===== config.mk =====
export PLATFORM = sky130hd
export DESIGN_NAME = control_pila_flat
export DESIGN_NICKNAME = d
export VERILOG_FILES = /design/src/rtl/control_pila_pkg.sv /design/src/rtl/control_pila_if.sv /design/src/rtl/mem_pila.sv /design/src/rtl/control_pila.sv /design/src/flat_wrapper.sv
export SDC_FILE = /design/constraint.sdc
export NUM_CORES = 2
export LEC_CHECK = 0
export BUFFER_PORTS_ARGS = -buffer_cell sky130_fd_sc_hd__clkbuf_2
export CORE_MARGIN = 2
export CORE_UTILIZATION = 60
export CTS_BUF_LIST = sky130_fd_sc_hd__clkbuf_16
export CTS_CLUSTER_SIZE = 10
export DETAILED_ROUTE_END_ITERATION = 12
export PLACE_DENSITY = 0.8
export SLEW_MARGIN = 10
export SYNTH_ARGS = -nofsm -noshare
export SYNTH_HDL_FRONTEND = slang
export SYNTH_SLANG_ARGS = --single-unit

===== constraint.sdc =====
create_clock -name clk -period 17.55 [get_ports clk]
set_input_delay 0.8775 -clock clk [delete_from_list [all_inputs] [get_ports clk]]
set_output_delay 0.8775 -clock clk [all_outputs]
set_load 0.005 [all_outputs]

===== src/rtl/control_pila_pkg.sv =====
// Shared constants and FSM state encoding for the arbitrated stack controller.
package control_pila_pkg;

   localparam int DATA_DEF = 8;
   localparam int PROF_DEF = 9;

   typedef enum logic [1:0] {
      REPOSO  = 2'd0,
      ESCRIBE = 2'd1,
      LEE     = 2'd2,
      FALLO   = 2'd3
   } estado_t;

endpackage


===== src/rtl/control_pila_if.sv =====
// Requester-side bus of the stack controller: two req/ack requesters plus status.
interface control_pila_if #(
   parameter int DATA = control_pila_pkg::DATA_DEF,
   parameter int PROF = control_pila_pkg::PROF_DEF
);
   logic            cpu_req;
   logic            cpu_push;
   logic [DATA-1:0] cpu_dato;
   logic            int_req;
   logic            int_push;
   logic [DATA-1:0] int_dato;
   logic            borra_error;
   logic            cpu_ack;
   logic            int_ack;
   logic [DATA-1:0] dato_salida;
   logic            llena;
   logic            vacia;
   logic [PROF:0]   nivel;
   logic            error;

   modport master (
      output cpu_req, cpu_push, cpu_dato, int_req, int_push, int_dato, borra_error,
      input  cpu_ack, int_ack, dato_salida, llena, vacia, nivel, error
   );

   modport slave (
      input  cpu_req, cpu_push, cpu_dato, int_req, int_push, int_dato, borra_error,
      output cpu_ack, int_ack, dato_salida, llena, vacia, nivel, error
   );
endinterface


===== src/rtl/mem_pila.sv =====
// Stack storage: 2^PROF x DATA, synchronous write, registered read (1 cycle).
module mem_pila #(
   parameter int DATA = 8,
   parameter int PROF = 9
) (
   input  logic            clk,
   input  logic            we,
   input  logic [PROF-1:0] waddr,
   input  logic [DATA-1:0] wdat,
   input  logic            re,
   input  logic [PROF-1:0] raddr,
   output logic [DATA-1:0] rdat
);

   logic [DATA-1:0] mem [2**PROF];

   always_ff @(posedge clk) begin
      if (we) mem[waddr] <= wdat;
      if (re) rdat <= mem[raddr];
   end

endmodule


===== src/rtl/control_pila.sv =====
// Two-requester stack controller, interrupt has fixed priority; 2 cycles req->ack.
// Requests are held until ack; over/underflow parks the FSM in FALLO until borra_error.
module control_pila
   import control_pila_pkg::*;
#(
   parameter int DATA = DATA_DEF,
   parameter int PROF = PROF_DEF
) (
   input logic           clk,
   input logic           reset,
   control_pila_if.slave bus
);

   localparam logic [PROF:0]   LLENO = {1'b1, {PROF{1'b0}}};
   localparam logic [PROF:0]   UNO   = {{PROF{1'b0}}, 1'b1};
   localparam logic [PROF-1:0] UNO_A = {{(PROF-1){1'b0}}, 1'b1};

   estado_t         estado;
   logic [PROF:0]   nivel;
   logic            win_int;
   logic [DATA-1:0] dato_lat;
   logic            cpu_ack;
   logic            int_ack;
   logic            error;
   logic [DATA-1:0] dato_salida;

   logic            llena;
   logic            vacia;
   logic            sel_int;
   logic            sel_cpu;
   logic            grant;
   logic            g_push;
   logic [DATA-1:0] g_dato;
   logic            rd_en;
   logic [PROF-1:0] rd_addr;
   logic            wr_en;
   logic [PROF-1:0] wr_addr;
   logic [DATA-1:0] rd_dat;

   assign llena = (nivel == LLENO);
   assign vacia = (nivel == '0);

   // A requester still sees its own ack while req is high; mask it so the
   // finished operation is not granted a second time.
   always_comb begin
      sel_int = bus.int_req && !int_ack;
      sel_cpu = bus.cpu_req && !cpu_ack && !sel_int;
      grant   = (estado == REPOSO) && (sel_int || sel_cpu);
      g_push  = sel_int ? bus.int_push : bus.cpu_push;
      g_dato  = sel_int ? bus.int_dato : bus.cpu_dato;
      rd_en   = grant && !g_push && !vacia;
      rd_addr = nivel[PROF-1:0] - UNO_A;
      wr_en   = (estado == ESCRIBE);
      wr_addr = nivel[PROF-1:0];
   end

   always_ff @(posedge clk or negedge reset) begin
      if (!reset) begin
         estado      <= REPOSO;
         nivel       <= '0;
         win_int     <= 1'b0;
         dato_lat    <= '0;
         cpu_ack     <= 1'b0;
         int_ack     <= 1'b0;
         error       <= 1'b0;
         dato_salida <= '0;
      end else begin
         cpu_ack <= 1'b0;
         int_ack <= 1'b0;
         case (estado)
            REPOSO: begin
               if (grant) begin
                  win_int  <= sel_int;
                  dato_lat <= g_dato;
                  if (g_push ? llena : vacia) begin
                     error  <= 1'b1;
                     estado <= FALLO;
                  end else if (g_push) begin
                     estado <= ESCRIBE;
                  end else begin
                     nivel  <= nivel - UNO;
                     estado <= LEE;
                  end
               end
            end
            ESCRIBE: begin
               nivel   <= nivel + UNO;
               int_ack <= win_int;
               cpu_ack <= !win_int;
               estado  <= REPOSO;
            end
            LEE: begin
               dato_salida <= rd_dat;
               int_ack     <= win_int;
               cpu_ack     <= !win_int;
               estado      <= REPOSO;
            end
            FALLO: begin
               if (bus.borra_error) begin
                  error  <= 1'b0;
                  estado <= REPOSO;
               end
            end
            default: estado <= REPOSO;
         endcase
      end
   end

   mem_pila #(.DATA(DATA), .PROF(PROF)) u_mem (
      .clk   (clk),
      .we    (wr_en),
      .waddr (wr_addr),
      .wdat  (dato_lat),
      .re    (rd_en),
      .raddr (rd_addr),
      .rdat  (rd_dat)
   );

   assign bus.cpu_ack     = cpu_ack;
   assign bus.int_ack     = int_ack;
   assign bus.dato_salida = dato_salida;
   assign bus.llena       = llena;
   assign bus.vacia       = vacia;
   assign bus.nivel       = nivel;
   assign bus.error       = error;

endmodule


===== src/flat_wrapper.sv =====
// flat-port wrapper written by rule: the top's interface ports become plain ports
module control_pila_flat import control_pila_pkg::*;
#(
   parameter int DATA = DATA_DEF,
   parameter int PROF = PROF_DEF
)
  (clk, reset, bus_cpu_req, bus_cpu_push, bus_cpu_dato, bus_int_req, bus_int_push, bus_int_dato, bus_borra_error, bus_cpu_ack, bus_int_ack, bus_dato_salida, bus_llena, bus_vacia, bus_nivel, bus_error);
  control_pila_if #(.DATA(DATA), .PROF(PROF)) bus_i ();
  input logic clk;
  input logic reset;
  input wire logic [$bits(bus_i.cpu_req)-1:0] bus_cpu_req;
  input wire logic [$bits(bus_i.cpu_push)-1:0] bus_cpu_push;
  input wire logic [$bits(bus_i.cpu_dato)-1:0] bus_cpu_dato;
  input wire logic [$bits(bus_i.int_req)-1:0] bus_int_req;
  input wire logic [$bits(bus_i.int_push)-1:0] bus_int_push;
  input wire logic [$bits(bus_i.int_dato)-1:0] bus_int_dato;
  input wire logic [$bits(bus_i.borra_error)-1:0] bus_borra_error;
  output wire logic [$bits(bus_i.cpu_ack)-1:0] bus_cpu_ack;
  output wire logic [$bits(bus_i.int_ack)-1:0] bus_int_ack;
  output wire logic [$bits(bus_i.dato_salida)-1:0] bus_dato_salida;
  output wire logic [$bits(bus_i.llena)-1:0] bus_llena;
  output wire logic [$bits(bus_i.vacia)-1:0] bus_vacia;
  output wire logic [$bits(bus_i.nivel)-1:0] bus_nivel;
  output wire logic [$bits(bus_i.error)-1:0] bus_error;
  assign bus_i.cpu_req = bus_cpu_req;
  assign bus_i.cpu_push = bus_cpu_push;
  assign bus_i.cpu_dato = bus_cpu_dato;
  assign bus_i.int_req = bus_int_req;
  assign bus_i.int_push = bus_int_push;
  assign bus_i.int_dato = bus_int_dato;
  assign bus_i.borra_error = bus_borra_error;
  assign bus_cpu_ack = bus_i.cpu_ack;
  assign bus_int_ack = bus_i.int_ack;
  assign bus_dato_salida = bus_i.dato_salida;
  assign bus_llena = bus_i.llena;
  assign bus_vacia = bus_i.vacia;
  assign bus_nivel = bus_i.nivel;
  assign bus_error = bus_i.error;
  control_pila #(.DATA(DATA), .PROF(PROF)) u_core (.clk(clk), .reset(reset), .bus(bus_i));
endmodule

# Yosys cells after proc, flatten, opt, wreduce, memory -nomap -nowiden
# Memories as Yosys holds them, arrays and structs flattened. A register that Yosys moved wholly into a read port is not among the register bits.
# Cells that the tools add are included.
dict set report word_totals {
  n_memories 1
  ramBits 4096
  reg_bits 32
  output_inout_bits 23
  input_bits 23
  word_cells 63
}
# name depth word_bits rd rd_ports_with_merged_regs wr line
set memory_table {}
lappend memory_table {u_core.u_mem.mem 512 8 1 1 1 mem_pila.sv:15} ;# logic [DATA-1:0] mem [2**PROF];
dict set report op_classes {
  n_addsub 3
  mux 20
  reduce_logical 22
  n_eq_ne 9
}
# op n
set ops {}
lappend ops {{10-bit 2-to-1 mux} 3}
lappend ops {{10-bit one-hot mux with 2 select lines} 1}
lappend ops {{10-bit by 1-bit adder with 10-bit output (second input constant)} 1}
lappend ops {{10-bit equality test (second input constant)} 1}
lappend ops {{10-bit logical NOT} 1}
lappend ops {{10-bit by 1-bit subtractor with 10-bit output (second input constant)} 1}
lappend ops {{1-bit 2-to-1 mux} 9}
lappend ops {{9-bit by 1-bit subtractor with 9-bit output (second input constant)} 1}
lappend ops {{2-bit 2-to-1 mux} 4}
lappend ops {{8-bit 2-to-1 mux} 1}
lappend ops {{2-bit != test (second input constant)} 4}
lappend ops {{4-bit AND reduction} 2}
lappend ops {{1-bit logical AND} 6}
lappend ops {{1-bit logical NOT} 6}
lappend ops {{2-bit one-hot mux with 3 select lines} 1}
lappend ops {{2-bit equality test (second input constant)} 2}
lappend ops {{2-bit AND reduction} 2}
lappend ops {{2-bit nonzero test} 2}
lappend ops {{2-bit by 1-bit equality test with 1-bit output (second input constant)} 1}
lappend ops {{2-bit logical NOT} 1}
lappend ops {{2-bit by 1-bit != test with 1-bit output (second input constant)} 1}
lappend ops {{1-bit one-hot mux with 2 select lines} 1}
lappend ops {{2-bit OR reduction} 1}
lappend ops {{1-bit logical OR} 1}

# Longest topological paths before layout
dict set report depth {
  ltp_word 8
  ltp_mapped 21
  depth_no_buf 12
}

# Modules after synthesis
# From an unflattened synthesis, not the netlist that was laid out.
dict set report hier_totals {
  cells_unflattened 8222
  area_unflattened_um2 161967.8
}
# module cells_each n_inst seq_area_each_um2 area_per_inst_um2
set by_module_without_submodules {}
lappend by_module_without_submodules {mem_pila 8030 1 123238.2 160007.2}
lappend by_module_without_submodules {control_pila 192 1 800.8 1960.6}

# Worst setup path after synthesis
# Ideal clock, no wire load.
dict set report synth_path {
  path_type {register -> register}
  start {reg u_core.dato_lat[0]}
  end {mem u_core.u_mem.mem[0][0], data pin}
  t_required_ns 16.146
  path_stages_with_launch 1
  arrival_ns 6.064
  path_slack_ns 10.081
  period_less_slack_ns 7.469
  n_path_buf 0
  setup_ns 1.404
  path_cell_list {dfrtp_1}
}
# item line
set synth_lines {}
lappend synth_lines {{from (decl)} control_pila.sv:21} ;# logic [DATA-1:0] dato_lat;
lappend synth_lines {{from (signal assigned)} control_pila.sv:74} ;# dato_lat <= g_dato;
lappend synth_lines {{to (decl)} mem_pila.sv:15}
# Straight into the memory's write port.

# Final worst setup path
dict set report layout_path {
  start {reg u_core.nivel[0] (netlist: u_core.bus.nivel[0])}
  end {reg u_core.u_mem.rdat[5], read port of u_core.u_mem.mem, data pin}
}
dict set report layout_via {
  elab_chain_len 3
  elab_cells_between_ends 4
  cone_classes {add/sub (1); reduce/logical (3)}
}
# item line
set layout_lines {}
lappend layout_lines {{from (decl)} control_pila.sv:19} ;# logic [PROF:0] nivel;
lappend layout_lines {{from (signal assigned)} control_pila.sv:81} ;# nivel <= nivel - UNO;
lappend layout_lines {{from (signal assigned)} control_pila.sv:87} ;# nivel <= nivel + UNO;
lappend layout_lines {{branches (longest 3 deep; another with 9-bit by 1-bit subtractor with 9-bit output)} n/a}
lappend layout_lines {{to (decl)} mem_pila.sv:12} ;# output logic [DATA-1:0] rdat
# Several ways; the timed one is not identified.
# A chain may end at the register's enable or synchronous reset.

==> flow_summary.toml <==
[run_status]
status = "finished with violations"
violations = "capacitance limit, slew limit"

[clocking]
clkTransAtPathRegs_ns = 0.06
cts_resized = 0
cts_sinks = 4136
cts_htree_levels = 5
cts_hold_buf = 0
insertion_delay_ns = 1.05
cts_max_path_buffers = 4
numCtsBuffers = 466
cts-root-buf = "clkbuf_16"
post_cts_buffers = 0
cts_tree = "yes"

[global_routing]
grt_pass1_vias = 82900
antenna_found_initial = 22
grtUsageTotal_pct = 31.8
grt_pass1_wl_um = 613000
gr-total-overflow = 0
grt_start_max_net_pins = 248

[sta]
setup_viol = 0
relSlewSlack_pct = -1.96
min_period_ns = 7.45
drv_slew = 9
skew_ns = 0.105
final.setup.tns_ns = 0
worst_slack_ns = 10.10
period_share_pct = 42.4
rsz0062_at_grt = "false"
timing.fmax_ghz = 0.134
worst_slew_pin_slew_ns = 1.52
finalHoldViolCount = 0

[floorplan]
rows = 189
die_h_um = 521
pin_count = 46
die_w_um = 521
coreArea_sq_mm = 0.266
die-area_sq_mm = 0.272
start_util_pct = 60.4

[setup_path]
crit_arrival_ns = 8.16
reg2reg_depth = 11
criticalPathCategory = "reg -> reg"
crit_path_end_kind = "flip-flop"
crit_path_start_kind = "flip-flop"
path_max_fanout = 44
cp_data_required_time_ns = 18.26

[synthesis]
synthDistinctLibCells = 65
yosysWarnings = 0
ys_seq_elements = 4136
synthesis.nets = 7330
synth_ff_type = "edfxtp_1"
netlist_area_sq_mm = 0.161
synthesis.instances = 7289
syn_area_per_cell_sq_um = 22.0
synth_edf_count = 4104
post-synth-top-count-cell = "edfxtp_1"
yosysTopAreaCellShare_pct = 76.8
synth_seq_area_share_pct = 77.3
yosysTopAreaCell = "edfxtp_1"
yosys-top-cells-count = "edfxtp_1 (4,104), mux4_2 (1,193), nor2_1 (539), nand2_1 (406), clkbuf_1 (230)"
ys_top_cells_by_area = "edfxtp_1 (77%), mux4_2 (17%), nor2_1 (1.3%)"
async_reset_ff_share_pct = 0.774

[finish]
syn2layout_area_growth_pct = 10.3
fin_nets = 7553
fill_cells = 14900
fin_cells = 11200
drive_above_1_share_pct = 25.3

[placement]
port_buffers = 45
dp_slack_ns = 10.32
dp.cells = 10600
detailed_place_hpwl_um = 220000
gp_congestion = 0.890

[detailed_routing]
drc = 0
viasPerCell = 7.40
drtIter0Drc = 14500
drt_wl_total_um = 433000
dr.pass1.iters = 9
wire_per_inst_um = 38.8
ant_nets = 0
vias = 82500

[power]
ir_drop_v = 0.000211
leakagePower_nw = 55.0
pwr_density_cell_mw_per_mm2 = 191
power.total_mw = 33.7

[flow_run]
cap_violations = 1

[hold_path]
hp-class = "in -> async"
path summary, 6_finish.rpt:
path	startpoint	end	slack, ns
worst min-delay path	reset	u_core.bus.dato_salida[7]	0.02
worst max-delay path	u_core.bus.nivel[0]	u_core.u_mem.rdat[5]	10.10
min in group clk	bus_cpu_dato[4]	u_core.dato_lat[4]	0.14
max in group asynchronous	reset	u_core.bus.nivel[0]	16.72
worst max register to register	u_core.bus.nivel[0]	u_core.u_mem.rdat[5]	10.10
worst min register to register	u_core.win_int	u_core.bus.cpu_ack	0.46
final cells by class:
| cell class | count | area [sq um] | area share (%) |
|---|---|---|---|
| well taps | 3533 | 4420 | 2.50 |
| flip-flops and latches | 4136 | 124000 | 70.1 |
| diodes | 9 | 22.5 | 0.0127 |
| clock inverters | 94 | 472 | 0.266 |
| multi-input cells | 2698 | 34800 | 19.6 |
| clock buffers | 471 | 11800 | 6.66 |
| inverters | 18 | 67.6 | 0.0382 |
| repair buffers | 192 | 1510 | 0.851 |
per-stage QoR:
stage | hold WS (ns) | util, % | instance area, sq um
final | 0.0181 | 66.7 | 177000
after global routing | 0.0532 | 66.7 | 177000
after CTS | 0.000103 | 66.7 | 177000
after detailed placement | 0.452 | 62.0 | 165000
after global placement | 0.434 | 62.0 | 165000
after floorplan | 0.417 | - | 161000
logic make-up (layout without fill, tap and decap cells):
family / Yosys count / in the layout / synth area share (%)
compound gates: 210 / 210 / 0.928
other cells: 0 / 9 / 0
simple gates: 1189 / 1189 / 3.09
buf+inv: 455 / 775 / 1.28
fa+ha+maj: 18 / 18 / 0.145
flops: 4136 / 4136 / 77.3
mux: 1267 / 1267 / 17.2
xor+xnor: 14 / 14 / 0.0811
placed cells by master (no fill, tap or decap), types with 16 or more instances in the layout:
cell type	Yosys	final
edfxtp_1	4104	4104
mux4_2	1193	1193
nor2_1	539	538
clkbuf_16	0	471
nand2_1	406	404
buf_4	37	134
nand3_1	126	116
inv_1	16	95
mux2i_1	58	58
nand4_1	56	56
clkbuf_2	0	45
a21oi_1	42	41
a22oi_1	33	33
o21ai_0	28	27
a32oi_1	25	25
dfrtp_1	32	23
mux2_2	16	16
ha_1	17	16
per-layer routing:
layer | part of all wire (%) | wire length, um | global-route usage (%)
met1 | 33 | 142000 | 41.6
met2 | 48 | 208000 | 49.7
met3 | 13 | 55900 | 8.88
met4 | 6.3 | 27200 | 15.9
met5 | 0.037 | 161 | 0
state kept, by name, indices dropped and copies added, names as in the netlist:
register	cells
u_core.dato_lat	8
u_core.bus.dato_salida	8
u_core.bus.nivel	10
u_core.bus.error	1
u_core.win_int	1
u_core.bus.cpu_ack	1
u_core.estado	2
u_core.u_mem.mem	4096
u_core.u_mem.rdat	8
u_core.bus.int_ack	1
worst max-delay path, cell delays in order, from the launching register on:
cell,delay (ns)
dfrtp_4,0.79
buf_4,0.62
buf_4,0.69
buf_4,0.83
buf_4,0.82
buf_4,0.84
mux4_2,0.62
mux4_2,0.48
a22oi_1,0.25
nand4_1,0.17
a2111oi_0,0.76
nand3_1,0.17
power breakdown:
group          switching [mW]  total (mW)  internal [mW]  leakage [nW]
Combinational            7.94        12.7           4.73          11.1
Sequential              0.302        12.7           12.4          37.5
Clock                    3.68        8.40           4.72          6.31
Note: power is estimated with default switching activity, not from simulation.
